`src/rtl/muldiv_unit.sv`:
```
// muldiv_unit: iterative RV32M multiply/divide execute unit.
//
// A muldiv strobe from the decoder is accepted in IDLE. The unit then runs
// WIDTH single-bit iterations (radix-2 shift-add for multiplies, restoring
// shift-subtract for divides) on operand magnitudes. It applies the sign
// fix-up while entering DONE and presents a registered result with a
// one-cycle done pulse. Latency is fixed at WIDTH+1 cycles for every op.
//
// Ports:
//   clock   in   1      system clock, all state on rising edge
//   reset   in   1      synchronous active-high reset
//   start   in   1      muldiv strobe, sampled only in IDLE
//   funct3  in   3      RV32M operation select
//   opa     in   WIDTH  rs1 value
//   opb     in   WIDTH  rs2 value
//   busy    out  1      high in RUN and DONE (pipeline stall)
//   done    out  1      one-cycle pulse, result valid
//   result  out  WIDTH  registered result, held until next DONE
module muldiv_unit #(
  parameter int WIDTH = 32
) (
  input  logic             clock,
  input  logic             reset,
  input  logic             start,
  input  logic [2:0]       funct3,
  input  logic [WIDTH-1:0] opa,
  input  logic [WIDTH-1:0] opb,
  output logic             busy,
  output logic             done,
  output logic [WIDTH-1:0] result
);

  localparam int CW = $clog2(WIDTH) + 1;

  typedef enum logic [1:0] {
    S_IDLE = 2'd0,
    S_RUN  = 2'd1,
    S_DONE = 2'd2
  } state_e;

  state_e             state_q;
  logic [CW-1:0]      cnt_q;
  logic [2:0]         op_q;
  logic               a_neg_q;
  logic               b_neg_q;
  logic               b_zero_q;
  logic [WIDTH-1:0]   b_mag_q;
  // Shared datapath register: product {hi,lo} for multiplies,
  // {remainder, quotient/dividend} for divides.
  logic [2*WIDTH-1:0] acc_q;
  logic               busy_q;
  logic               done_q;
  logic [WIDTH-1:0]   result_q;

  logic               a_signed_s;
  logic               b_signed_s;
  logic               a_neg_s;
  logic               b_neg_s;
  logic [WIDTH-1:0]   a_mag_s;
  logic [WIDTH-1:0]   b_mag_s;
  logic [WIDTH:0]     mul_sum_s;
  logic [WIDTH+1:0]   div_trial_s;
  logic [2*WIDTH-1:0] acc_d;
  logic [2*WIDTH-1:0] prod_s;
  logic [WIDTH-1:0]   quo_s;
  logic [WIDTH-1:0]   rem_s;
  logic [WIDTH-1:0]   result_d;

  // Operand decode at accept: signedness per funct3, sign flags, magnitudes.
  always_comb begin
    a_signed_s = (funct3 == 3'b001) || (funct3 == 3'b010) ||
                 (funct3 == 3'b100) || (funct3 == 3'b110);
    b_signed_s = (funct3 == 3'b001) || (funct3 == 3'b100) ||
                 (funct3 == 3'b110);
    a_neg_s    = a_signed_s & opa[WIDTH-1];
    b_neg_s    = b_signed_s & opb[WIDTH-1];
    if (a_neg_s) begin
      a_mag_s = {WIDTH{1'b0}} - opa;
    end else begin
      a_mag_s = opa;
    end
    if (b_neg_s) begin
      b_mag_s = {WIDTH{1'b0}} - opb;
    end else begin
      b_mag_s = opb;
    end
  end

  // One iteration of shift-add (multiply) or restoring shift-subtract (divide).
  always_comb begin
    if (acc_q[0]) begin
      mul_sum_s = {1'b0, acc_q[2*WIDTH-1:WIDTH]} + {1'b0, b_mag_q};
    end else begin
      mul_sum_s = {1'b0, acc_q[2*WIDTH-1:WIDTH]};
    end
    // Two extra bits so the borrow of {rem, next dividend bit} - divisor
    // shows up in the top bit.
    div_trial_s = {1'b0, acc_q[2*WIDTH-1:WIDTH], acc_q[WIDTH-1]} -
                  {2'b00, b_mag_q};
    if (op_q[2]) begin
      if (!div_trial_s[WIDTH+1]) begin
        acc_d = {div_trial_s[WIDTH-1:0], acc_q[WIDTH-2:0], 1'b1};
      end else begin
        acc_d = {acc_q[2*WIDTH-2:0], 1'b0};
      end
    end else begin
      acc_d = {mul_sum_s, acc_q[WIDTH-1:1]};
    end
  end

  // Sign fix-up and result select, applied to the final iteration's value.
  // Signed overflow falls out naturally: |quotient| = 2^(WIDTH-1) negates to itself.
  always_comb begin
    if (a_neg_q ^ b_neg_q) begin
      prod_s = {(2*WIDTH){1'b0}} - acc_d;
    end else begin
      prod_s = acc_d;
    end
    if (b_zero_q) begin
      quo_s = {WIDTH{1'b1}};
    end else if (a_neg_q ^ b_neg_q) begin
      quo_s = {WIDTH{1'b0}} - acc_d[WIDTH-1:0];
    end else begin
      quo_s = acc_d[WIDTH-1:0];
    end
    // Divide by zero leaves |opa| here, so this also restores opa itself.
    if (a_neg_q) begin
      rem_s = {WIDTH{1'b0}} - acc_d[2*WIDTH-1:WIDTH];
    end else begin
      rem_s = acc_d[2*WIDTH-1:WIDTH];
    end
    case (op_q)
      3'b000:                 result_d = prod_s[WIDTH-1:0];
      3'b001, 3'b010, 3'b011: result_d = prod_s[2*WIDTH-1:WIDTH];
      3'b100, 3'b101:         result_d = quo_s;
      3'b110, 3'b111:         result_d = rem_s;
      default:                result_d = {WIDTH{1'b0}};
    endcase
  end

  // Control FSM with registered busy/done/result and operand latches.
  always_ff @(posedge clock) begin
    if (reset) begin
      state_q  <= S_IDLE;
      cnt_q    <= {CW{1'b0}};
      op_q     <= 3'b000;
      a_neg_q  <= 1'b0;
      b_neg_q  <= 1'b0;
      b_zero_q <= 1'b0;
      b_mag_q  <= {WIDTH{1'b0}};
      acc_q    <= {(2*WIDTH){1'b0}};
      busy_q   <= 1'b0;
      done_q   <= 1'b0;
      result_q <= {WIDTH{1'b0}};
    end else begin
      case (state_q)
        S_IDLE: begin
          done_q <= 1'b0;
          if (start) begin
            state_q  <= S_RUN;
            busy_q   <= 1'b1;
            cnt_q    <= {CW{1'b0}};
            op_q     <= funct3;
            a_neg_q  <= a_neg_s;
            b_neg_q  <= b_neg_s;
            b_zero_q <= (opb == {WIDTH{1'b0}});
            b_mag_q  <= b_mag_s;
            acc_q    <= {{WIDTH{1'b0}}, a_mag_s};
          end else begin
            busy_q <= 1'b0;
          end
        end
        S_RUN: begin
          acc_q <= acc_d;
          cnt_q <= cnt_q + CW'(1);
          if (cnt_q == CW'(WIDTH - 1)) begin
            state_q  <= S_DONE;
            done_q   <= 1'b1;
            result_q <= result_d;
          end else begin
            done_q <= 1'b0;
          end
        end
        S_DONE: begin
          state_q <= S_IDLE;
          busy_q  <= 1'b0;
          done_q  <= 1'b0;
        end
        default: begin
          state_q <= S_IDLE;
          busy_q  <= 1'b0;
          done_q  <= 1'b0;
        end
      endcase
    end
  end

  assign busy   = busy_q;
  assign done   = done_q;
  assign result = result_q;

endmodule

```
`config.mk`:
```
export PLATFORM = sky130hd
export DESIGN_NAME = muldiv_unit
export DESIGN_NICKNAME = d
export VERILOG_FILES = /design/src/rtl/muldiv_unit.sv
export SDC_FILE = /design/constraint.sdc
export NUM_CORES = 1
export LEC_CHECK = 0
export BUFFER_PORTS_ARGS = -buffer_cell sky130_fd_sc_hd__buf_2
export CAP_MARGIN = 20
export CELL_PAD_IN_SITES_DETAIL_PLACEMENT = 1
export CELL_PAD_IN_SITES_GLOBAL_PLACEMENT = 1
export CORE_MARGIN = 10
export CORE_UTILIZATION = 32
export DETAILED_ROUTE_END_ITERATION = 6
export PLACE_DENSITY_LB_ADDON = 0.3
export RECOVER_POWER = 50
export SYNTH_ARGS = -nofsm -noshare
export SYNTH_HDL_FRONTEND = slang
export SYNTH_SLANG_ARGS = --single-unit
export TNS_END_PERCENT = 10
```
`constraint.sdc`:
```
create_clock -name clock -period 6.2 [get_ports clock]
set_input_delay 0.93 -clock clock [delete_from_list [all_inputs] [get_ports clock]]
set_output_delay 0.93 -clock clock [all_outputs]
set_load 0.05 [all_outputs]
```
==> results_dict.tcl <==
set metrics [dict create \
    violations "max-capacitance violations, max-slew violations" \
    rr_endpoint "result[26]" \
    hold_depth 2 \
    yosysUniqueCellTypes 112 \
    worst_pin_slew_ns 3.301 \
    min_to "result[28]" \
    finalHoldViolCount 0 \
    nFillCells 5918 \
    synthCells 2109 \
    fin_cells 2763 \
    grt_overflow 0 \
    htreeDepth 4 \
    cp.required_ns 6.58 \
    hpwl_um 51950 \
    synth-main-ff-cell "dfxtp_1" \
    totalWireLength_um 67650 \
    finalClockSkew_ns 0.01915 \
    final-setup-viol-count 0 \
    ys_seq_area_share_pct 19.06 \
    post_drt_wl_per_cell_um 24.48 \
    critical_path_class "flip-flop to flip-flop" \
    core_region_area_um2 46650 \
    vias 16910 \
    whs_ns 0.4520 \
    hold_start "result[28]" \
    ctsRootBufferMaster "clkbuf_16" \
    die-area_um2 56370 \
    drive_gt1_share_pct 10.20 \
    max_freq_mhz 181.7 \
    ctsResizeCount 0 \
    synth.avg_cell_area_um2 7.173 \
    cts_setup_buffers 0 \
    cts.clk_slew.worst_paths_ns 0.08 \
    outcome "finished, violations left" \
    globalRouteTotalUtil_pct 23.23 \
    async_reset_ff_share_pct 0 \
    final_cell_mix "nor2_1 (260), nand2_1 (208), a21oi_1 (197), dfxtp_1 (143), o21ai_0 (124)" \
    ant_nets 0 \
    multi_input_comb_area_um2 11280 \
    met2_usage_pct 37.05 \
    pre_cts_slack_ns 0.8670 \
    ir_drop_mv 0.2329 \
    dieWidth_um 237.4 \
    rsz0062_at_grt "no" \
    hold_path_class "flip-flop to flip-flop" \
    fin_crit_ns 5.504 \
    dr.pass1.iters 6 \
    busiest_layer "met2" \
    grt_max_degree 54 \
    cp_max_fo 10 \
    synth_seq_cells 144 \
    maxCapViolations 5 \
    relSlewSlack_pct -120.2 \
    synth_edf_count 0 \
    syn-cell-area_um2 15130 \
    n_antenna_cell 0 \
    total_power_mw 3.669 \
    core.rowCount 79 \
    fin_ws_ns 0.6961 \
    final_max_slew_viol_count 237 \
    end_kind "flip-flop" \
    start_kind "flip-flop" \
    routed_via_density 6.119 \
    syn_nets 2250 \
    power_density_nw_per_um2 221.2 \
    fin_nets 2284 \
    critPathArrivalTime_ns 5.88 \
    grt_use_met1_pct 31.58 \
    die_h_um 237.4 \
    final.setup.tns_ns 0 \
    gp_congestion 0.9565 \
    cts_tree "done" \
    r2r_start "acc_q[33]" \
    p_leak_nw 6.249 \
    reg2reg_depth 19 \
    num_io_pins 104 \
    grt_pass1_vias 16730 \
    antenna_found_initial 0 \
    regArea_um2 2887 \
    io_buffers 103 \
    initial_core_util_pct 32.42 \
    mostFrequentLayoutCell "nor2_1" \
    place_inst 2731 \
    area_growth_pct 9.669 \
    drtIter0Drc 1645 \
    cts_hold_buf 0 \
    numCtsBuffers 17 \
    drc_errors 0 \
    rrSetupSlack_ns 0.70 \
    finalCritPeriodShare_pct 88.77 \
    clock-sinks 144 \
    yosysWarnings 0 \
    grt_use_met3_pct 2.823 \
    clk_latency_ns 0.48 \
    grt_pass1_wl_um 103800 \
    cts.path.max_buffers 2 \
]
[worst max-delay path, stage by stage (launching register included)]
cell	delay [ns]
dfxtp_1	0.45
ha_1	0.35
o211ai_1	0.32
a21oi_2	0.08
o211ai_2	0.26
a21oi_2	0.13
o21ai_1	0.49
a31o_2	0.39
ha_1	0.25
or3b_2	0.49
nor3_1	0.17
buf_4	0.18
nand4_1	0.09
buf_4	0.19
nor4_1	0.18
nand4_1	0.37
nor2_1	0.22
mux2_2	0.35
o211a_1	0.21
nor4_1	0.24
[worst max-delay path by stage]
stage	start	end	slack (ns)	cells after the start
finish	acc_q[33]	result[26]	0.70	19
CTS	acc_q[33]	result[26]	0.84	19
detailed placement	b_mag_q[24]	result[15]	0.87	18
global route	acc_q[33]	result[26]	0.38	19
floorplan	b_mag_q[26]	result[26]	1.33	21
global placement	b_mag_q[19]	result[15]	0.84	18
[cell families after synthesis]
family | share of synthesized area, %
adders and majority gates | 5.972
DFF | 19.06
buffers and inverters | 6.559
muxes | 3.846
xor gates and xnor gates | 9.843
and+or+nand+nor | 24.18
AOI/OAI and AO/OA | 30.55
[cell usage after synthesis (all sizes together) (9+ instances only)]
library cell | n | area [um2]
a221oi | 41 | 359.1
mux2 | 9 | 101.4
and2 | 18 | 115.1
xor2 | 87 | 762.0
o211ai | 21 | 167.7
nor2 | 262 | 1002
xnor2 | 83 | 727.0
a21oi | 207 | 1081
dfxtp | 144 | 2883
nand3 | 68 | 340.3
o21ai | 142 | 722.0
nand2b | 14 | 87.58
clkbuf | 100 | 475.5
nand4 | 25 | 171.4
o21a | 17 | 135.1
inv | 74 | 277.8
o31ai | 22 | 183.9
mux2i | 48 | 480.5
ha | 69 | 863.3
o22ai | 12 | 75.07
a21o | 29 | 226.5
or3 | 21 | 131.4
nand2 | 209 | 784.5
a31oi | 47 | 315.3
and3 | 19 | 121.4
nor3b | 10 | 85.08
nor4 | 26 | 162.7
nor3 | 53 | 265.3
o41ai | 11 | 130.1
a211oi | 51 | 405.4
o221ai | 12 | 117.6
buf | 32 | 186.4
[power breakdown]
part / leakage [nW] / total [mW] / internal, mW / switching, mW
sequential: 1.18 / 1.05 / 0.974 / 0.0735
combinational: 4.80 / 1.56 / 0.525 / 1.03
clock: 0.278 / 1.06 / 0.588 / 0.475
[metrics by stage]
stage                     util [%]  instance area (um2)
final                        35.56                16590
after floorplan                  -                15130
after global placement       34.47                16080
after detailed placement     34.47                16080
after CTS                    35.70                16660
after global routing         35.56                16590
[layout make-up]
| type | count | share of cell area (%) |
|---|---|---|
| flip-flops and latches | 144 | 17.40 |
| multi-input cells | 1756 | 68.01 |
| inverters | 74 | 1.674 |
| well taps | 607 | 4.578 |
| repair buffers | 150 | 4.880 |
| clock buffers | 22 | 2.858 |
| clock inverters | 10 | 0.5958 |
[state kept, by name, indices dropped and copies added (netlist names), 2 cells and up]
| register | count |
|---|---|
| acc_q | 64 |
| b_mag_q | 32 |
| result | 32 |
| cnt_q | 6 |
| op_q | 3 |
| state_q | 2 |
[per-layer routing]
metal  share of wire (%)  up-vias
li1                    -     7810
met2                  45      579
met5                   0        -
met4                 2.9        0
met3                 5.6      101
met1                  46     8417
Note: power is estimated with default switching activity, not from simulation.
